`src/rtl/spi_master.sv`:
```
// SPI mode-0 controller (CPOL=0, CPHA=0, MSB first) with a valid/ready byte interface.
// It drives sclk, mosi and ce0, samples miso on each sclk rise, and pulses rx_valid when a transfer ends.
module spi_master #(
    parameter int DATA_W   = 8,
    parameter int CLK_DIV  = 6,
    parameter int CS_SETUP = 2,
    parameter int CS_HOLD  = 2
) (
    input  logic              clk,
    input  logic              rst_n,
    input  logic [DATA_W-1:0] tx_data,
    input  logic              tx_valid,
    output logic              tx_ready,
    output logic [DATA_W-1:0] rx_data,
    output logic              rx_valid,
    output logic              busy,
    output logic              sclk,
    output logic              mosi,
    input  logic              miso,
    output logic              ce0
);
    localparam logic [1:0] IDLE  = 2'd0;
    localparam logic [1:0] SETUP = 2'd1;
    localparam logic [1:0] XFER  = 2'd2;
    localparam logic [1:0] HOLD  = 2'd3;

    localparam int CS_MAX = (CS_SETUP > CS_HOLD) ? CS_SETUP : CS_HOLD;
    localparam int HW     = $clog2(CLK_DIV + 1);
    localparam int BW     = $clog2(DATA_W + 1);
    localparam int CW     = $clog2(CS_MAX + 1);

    localparam logic [HW-1:0] H_LAST  = HW'(CLK_DIV - 1);
    localparam logic [BW-1:0] B_LAST  = BW'(DATA_W - 1);
    localparam logic [CW-1:0] CS_SLST = CW'(CS_SETUP - 1);
    localparam logic [CW-1:0] CS_HLST = CW'(CS_HOLD - 1);

    logic [1:0]        state;
    logic [HW-1:0]     hcnt;
    logic [BW-1:0]     bcnt;
    logic [CW-1:0]     cs_cnt;
    logic [DATA_W-1:0] tx_sr;
    logic [DATA_W-1:0] rx_sr;

    // Holding off while rx_valid is high keeps ce0 high for at least two cycles between transfers.
    assign tx_ready = (state == IDLE) && !rx_valid;

    always_ff @(posedge clk or negedge rst_n) begin
        if (!rst_n) begin
            state    <= IDLE;
            hcnt     <= '0;
            bcnt     <= '0;
            cs_cnt   <= '0;
            tx_sr    <= '0;
            rx_sr    <= '0;
            rx_data  <= '0;
            rx_valid <= 1'b0;
            busy     <= 1'b0;
            sclk     <= 1'b0;
            mosi     <= 1'b0;
            ce0      <= 1'b1;
        end else begin
            rx_valid <= 1'b0;
            case (state)
                IDLE: begin
                    if (tx_valid && tx_ready) begin
                        tx_sr  <= tx_data;
                        mosi   <= tx_data[DATA_W-1];
                        ce0    <= 1'b0;
                        busy   <= 1'b1;
                        cs_cnt <= '0;
                        state  <= SETUP;
                    end
                end
                SETUP: begin
                    if (cs_cnt == CS_SLST) begin
                        cs_cnt <= '0;
                        hcnt   <= '0;
                        bcnt   <= '0;
                        state  <= XFER;
                    end else begin
                        cs_cnt <= cs_cnt + 1'b1;
                    end
                end
                XFER: begin
                    if (hcnt == H_LAST) begin
                        hcnt <= '0;
                        sclk <= !sclk;
                        if (!sclk) begin
                            rx_sr <= {rx_sr[DATA_W-2:0], miso};
                        end else if (bcnt == B_LAST) begin
                            // mosi keeps the last bit through HOLD
                            state <= HOLD;
                        end else begin
                            tx_sr <= tx_sr << 1;
                            mosi  <= tx_sr[DATA_W-2];
                            bcnt  <= bcnt + 1'b1;
                        end
                    end else begin
                        hcnt <= hcnt + 1'b1;
                    end
                end
                HOLD: begin
                    if (cs_cnt == CS_HLST) begin
                        cs_cnt   <= '0;
                        ce0      <= 1'b1;
                        busy     <= 1'b0;
                        rx_data  <= rx_sr;
                        rx_valid <= 1'b1;
                        state    <= IDLE;
                    end else begin
                        cs_cnt <= cs_cnt + 1'b1;
                    end
                end
                default: state <= IDLE;
            endcase
        end
    end
endmodule

```
`config.mk`:
```
export PLATFORM = sky130hd
export DESIGN_NAME = spi_master
export DESIGN_NICKNAME = d
export VERILOG_FILES = /design/src/rtl/spi_master.sv
export SDC_FILE = /design/constraint.sdc
export NUM_CORES = 1
export LEC_CHECK = 0
export CORE_UTILIZATION = 54
export CTS_CLUSTER_SIZE = 10
export DETAILED_ROUTE_END_ITERATION = 6
export PLACE_DENSITY = 0.79
export RECOVER_POWER = 25
export SYNTH_ARGS = -nofsm -noshare
export SYNTH_HDL_FRONTEND = slang
export SYNTH_SLANG_ARGS = --single-unit
```
`constraint.sdc`:
```
create_clock -name clk -period 2.15 [get_ports clk]
set_clock_uncertainty 0.1 [all_clocks]
set_input_delay 0.43 -clock clk [delete_from_list [all_inputs] [get_ports clk]]
set_output_delay 0.43 -clock clk [all_outputs]
set_load 0.05 [all_outputs]
```
== Word level (Yosys, flattened, before mapping) ==
Cells that the tools add are included.
Word-level totals
  memories: 0
  bits in latches: 0
  word-level logic and storage cells: 84
  bits in registers: 39
  bits in writable memories: 0
  input bits: 12
  output and inout bits: 14
  ROM bits: 0
Cells by class
  $lt $le $gt $ge: 0
  add/subtract/negate cells: 3
  reduce and logical (&&, ||, !) cells: 19
  equality and inequality tests: 13
  bitwise operators: 1
  $mul: 0
  multiplexer cells: 36
  shift-type cells: 0
  div/mod/pow operators: 0
Operators with widths (number)
  $mux 7: 4
  $mux 2: 8
  $mux 4: 4
  $pmux 7 s2: 1
  $ne 2x2->1 const B: 6
  $mux 1: 10
  $reduce_and 5->1: 2
  $pmux 2 s4: 1
  $pmux 4 s2: 1
  $reduce_and 2->1: 4
  $reduce_bool 2->1: 4
  $mux 3: 2
  $pmux 1 s2: 3
  $pmux 3 s2: 1
  $reduce_and 3->1: 2
  $reduce_and 6->1: 1
  $add 4x1->4 const B: 1
  $eq 2x1->1 const B: 2
  $eq 2x2->1 const B: 2
  $eq 4x3->1 const B: 1
  $pmux 2 s2: 1
  $add 3x1->3 const B: 1
  $eq 3x3->1 const B: 1
  $add 2x1->2 const B: 1
  other kinds (6): 8

== Logic depth before layout (Yosys ltp) ==
  depth after elaboration: 5
  mapped depth: 8
  mapped depth without buffers: 6

== Worst setup path after synthesis ==
Ideal clock, no wire load.
  kind: register to output
  start point: register state[0]
  end point: output tx_ready
  cell stages (with the launch flop): 5
  path slack: 0.185 ns
  arrival time: 1.435 ns
  data required time: 1.620 ns
  buffers on the path: 0
  path through: dfrtp_1 > inv_1 > ha_1 > inv_1 > nor2_1
Between the ends
  word-level cells in the longest chain between the ends: 2
Ends and longest elaborated chain
  start: declaration: RTL line 37  | logic [1:0] state;
  start signal: assignment: RTL line 49  | state <= IDLE;
  start signal: assignment: RTL line 71  | state <= SETUP;
  start signal: assignment: RTL line 79  | state <= XFER;
  $logic_not 2->1: RTL line 45  | assign tx_ready = (state == IDLE) && !rx_valid;
  $logic_and 1x1->1: RTL line 45
  end: declaration: RTL line 13  | output logic tx_ready,
No other way between the ends.

== Worst setup path in the final report ==
  start point: register rx_data[3]
  end point: output rx_data[3]
RTL lines
  start: declaration: RTL line 14  | output logic [DATA_W-1:0] rx_data,
  start signal: assignment: RTL line 107  | rx_data <= rx_sr;
No word-level cell between the ends.

==> qor.yml <==
clock_tree:
  cts_hold_buf: 0
  h-tree-depth: 2
  clockRootBuffer: "clkbuf_4"
  numCtsBuffers: 5
  clockBufferDepth: 2
  clock-sinks: 39
  path_clk_slew_ns: 0.13
  clock_latency_ns: 0.36
  cts_tree: "yes"
synth:
  ys_types: 45
  syn_inst: 170
  syn_area_um2: 1950
  synth-seq-area-share_pct: 50.1
  netlist.top_cell.by_area: "dfrtp_1"
  synth_edf_count: 0
  synthFlopType: "dfrtp_1"
  avgSynthCellArea_um2: 11.5
  ys_seq_elements: 39
  async_reset_ff_share_pct: 100
  yosysWarnings: 0
  syn_nets: 189
  synth_top_area_share_pct: 48.8
  synth_area_leaders: "dfrtp_1, mux2_2, ha_1"
global_routing:
  antenna_found_initial: 0
  grt_pass1_wl_um: 6600
  grt_pass1_vias: 1523
  grt_overflow: 0
  grt_max_degree: 40
  grt_util_all_layers_pct: 23.9
worst_setup_path:
  path_cells: "clkdlybuf4s50_1"
  cpPeakStageDelay_ns: 0.81
  critPathCaptureType: "primary output"
  critPathBufInv: 1
  crit_fanout: 2
  path_class: "flip-flop to primary output"
  cp.arrival_ns: 1.54
  worstPathRequired_ns: 1.62
  critPathTopFamily: "buffers and inverters"
  worst_setup_path_start_kind: "flip-flop"
  cpMaxStageDelayCell: "clkdlybuf4s50_1"
finish:
  drive_gt1_share_pct: 24.0
  utilization_pct: 71.1
  num-fill-cells: 234
  area_growth_pct: 23.6
  finalInstanceArea_um2: 2410
  final_net_count: 226
  antenna_cells: 0
route:
  drt_pass1_iterations: 4
  vias: 1489
  first_iter_violations: 66
  wirelength_um: 4000
  drc: 0
  routedWlPerCell_um: 15.7
  ant_nets: 0
  vias_per_cell: 5.86
timing:
  hold_violations: 0
  post-route-min-period_ns: 2.07
  min_period_over_period_pct: 96.4
  tns_ns: 0
  rsz0062_at_grt: "false"
  setup_viol_count_final: 0
  max_freq_mhz: 483
  slew_viol_final: 0
  timing.final.ws_setup_ns: 0.0776
  worst_pin_slew_ns: 0.936
  slew-limit-headroom_pct: 37.6
min_path:
  min_path_type: "input port to asynchronous set/reset pin"
power:
  irDropWorstVdd_uv: 970
  p_leak_nw: 1.13
  power.density_nw_per_um2: 1330
  total_power_mw: 3.21
status:
  status: "complete, no violations"
placement:
  place.gp.congestion: 0.854
  dpl_cell_area_um2: 2310
  post-place-ws_ns: 0.0628
  dpl.hpwl_um: 2880
  port_buffers: 25
floorplanning:
  start_util_pct: 57.5
  ioPinCount: 26
  fp.dieW_um: 62.1
  die_y_um: 62.1
  die_area_um2: 3850
  rows: 21
  core_um2: 3390
run:
  drv_cap: 0
[area by class of cell]
| type | count | area (um2) | area share [%] |
|---|---|---|---|
| clock buffer | 5 | 37.5 | 1.56 |
| clock inverter | 3 | 46.3 | 1.92 |
| inverter | 9 | 33.8 | 1.40 |
| multi-input combinational | 116 | 925 | 38.4 |
| sequential | 39 | 977 | 40.6 |
| tap | 46 | 57.6 | 2.39 |
| timing repair buffer | 36 | 332 | 13.8 |
[layout by cell type (no fill, tap or decap), types with 4 or more instances in the layout]
cell / Yosys / routed
nand3_1: 5 / 5
nand2_1: 12 / 12
mux2_2: 17 / 17
o21ai_0: 4 / 4
o2bb2ai_1: 4 / 4
a31oi_1: 4 / 4
buf_4: 0 / 12
ha_1: 7 / 6
clkdlybuf4s50_1: 0 / 19
inv_1: 8 / 5
dfrtp_1: 38 / 38
clkbuf_4: 0 / 5
a221o_1: 8 / 8
a21oi_1: 4 / 4
nor2b_1: 4 / 4
inv_2: 1 / 4
[where the power goes]
group | total (mW) | internal (mW) | switching [mW]
clock | 0.513 | 0.248 | 0.264
combinational | 1.62 | 0.715 | 0.903
sequential | 1.08 | 0.910 | 0.168
total | 3.21 | 1.87 | 1.34
[Yosys cell counts (all sizes together) (2+ instances only)]
master	n
a211o	3
a21oi	4
a221o	8
a22o	2
a31oi	4
and2	3
and3	2
buf	3
clkbuf	3
dfrtp	38
ha	7
inv	9
mux2	17
mux2i	2
nand2	12
nand2b	3
nand3	5
nand3b	2
nor2	5
nor2b	4
nor3b	3
o211ai	2
o21ai	4
o2bb2ai	4
o31ai	2
o32a	2
[per-layer routing]
metal  share of wire [%]  GRT usage [%]  vias to the layer above
li1                    -              -                      705
met1                  44           29.6                      730
met2                  49           39.2                       42
met3                 4.3           5.18                       12
met4                 2.6           12.7                        0
met5                   0              0                        -
[stage by stage]
| step | hold slack (ns) | instances |
|---|---|---|
| floorplan | 0.0344 | 170 |
| global placement | 0.378 | 245 |
| detailed placement | 0.392 | 245 |
| CTS | 0.0178 | 253 |
| global route | 0.257 | 254 |
| finish | 0.176 | 254 |
[registers in the layout, summed over array words and instances (netlist names), 2 cells and up]
signal	flops
hcnt	3
tx_sr	7
bcnt	4
state	2
rx_data	8
cs_cnt	2
rx_sr	8
[repair_timing]
item                                    in CTS  in global routing
pin swaps                                    0                  0
buffers inserted                             0                  1
endpoints found under the setup margin       1                  3
gates resized for setup                      4                  5
[logic make-up after synthesis]
group                      synth area share (%)
and+or+nand+nor                            14.0
adders and majority gates                  4.49
muxes                                      10.8
buffers and inverters                      3.08
DFF                                        50.1
AOI/OAI and AO/OA                          17.0
xor gates and xnor gates                  0.449
[final timing paths]
check	startpoint	to	slack, ns	cells after the start
min in group clk	hcnt[0]	hcnt[0]	0.41	1
max in group asynchronous	rst_n	hcnt[0]	1.18	2
max	rx_data[3]	rx_data[3]	0.08	1
min reg2reg	hcnt[0]	hcnt[0]	0.41	1
max reg2reg	state[0]	state[1]	0.13	6
min	rst_n	mosi	0.18	2
No activity file was read; power rests on OpenSTA's default activity.
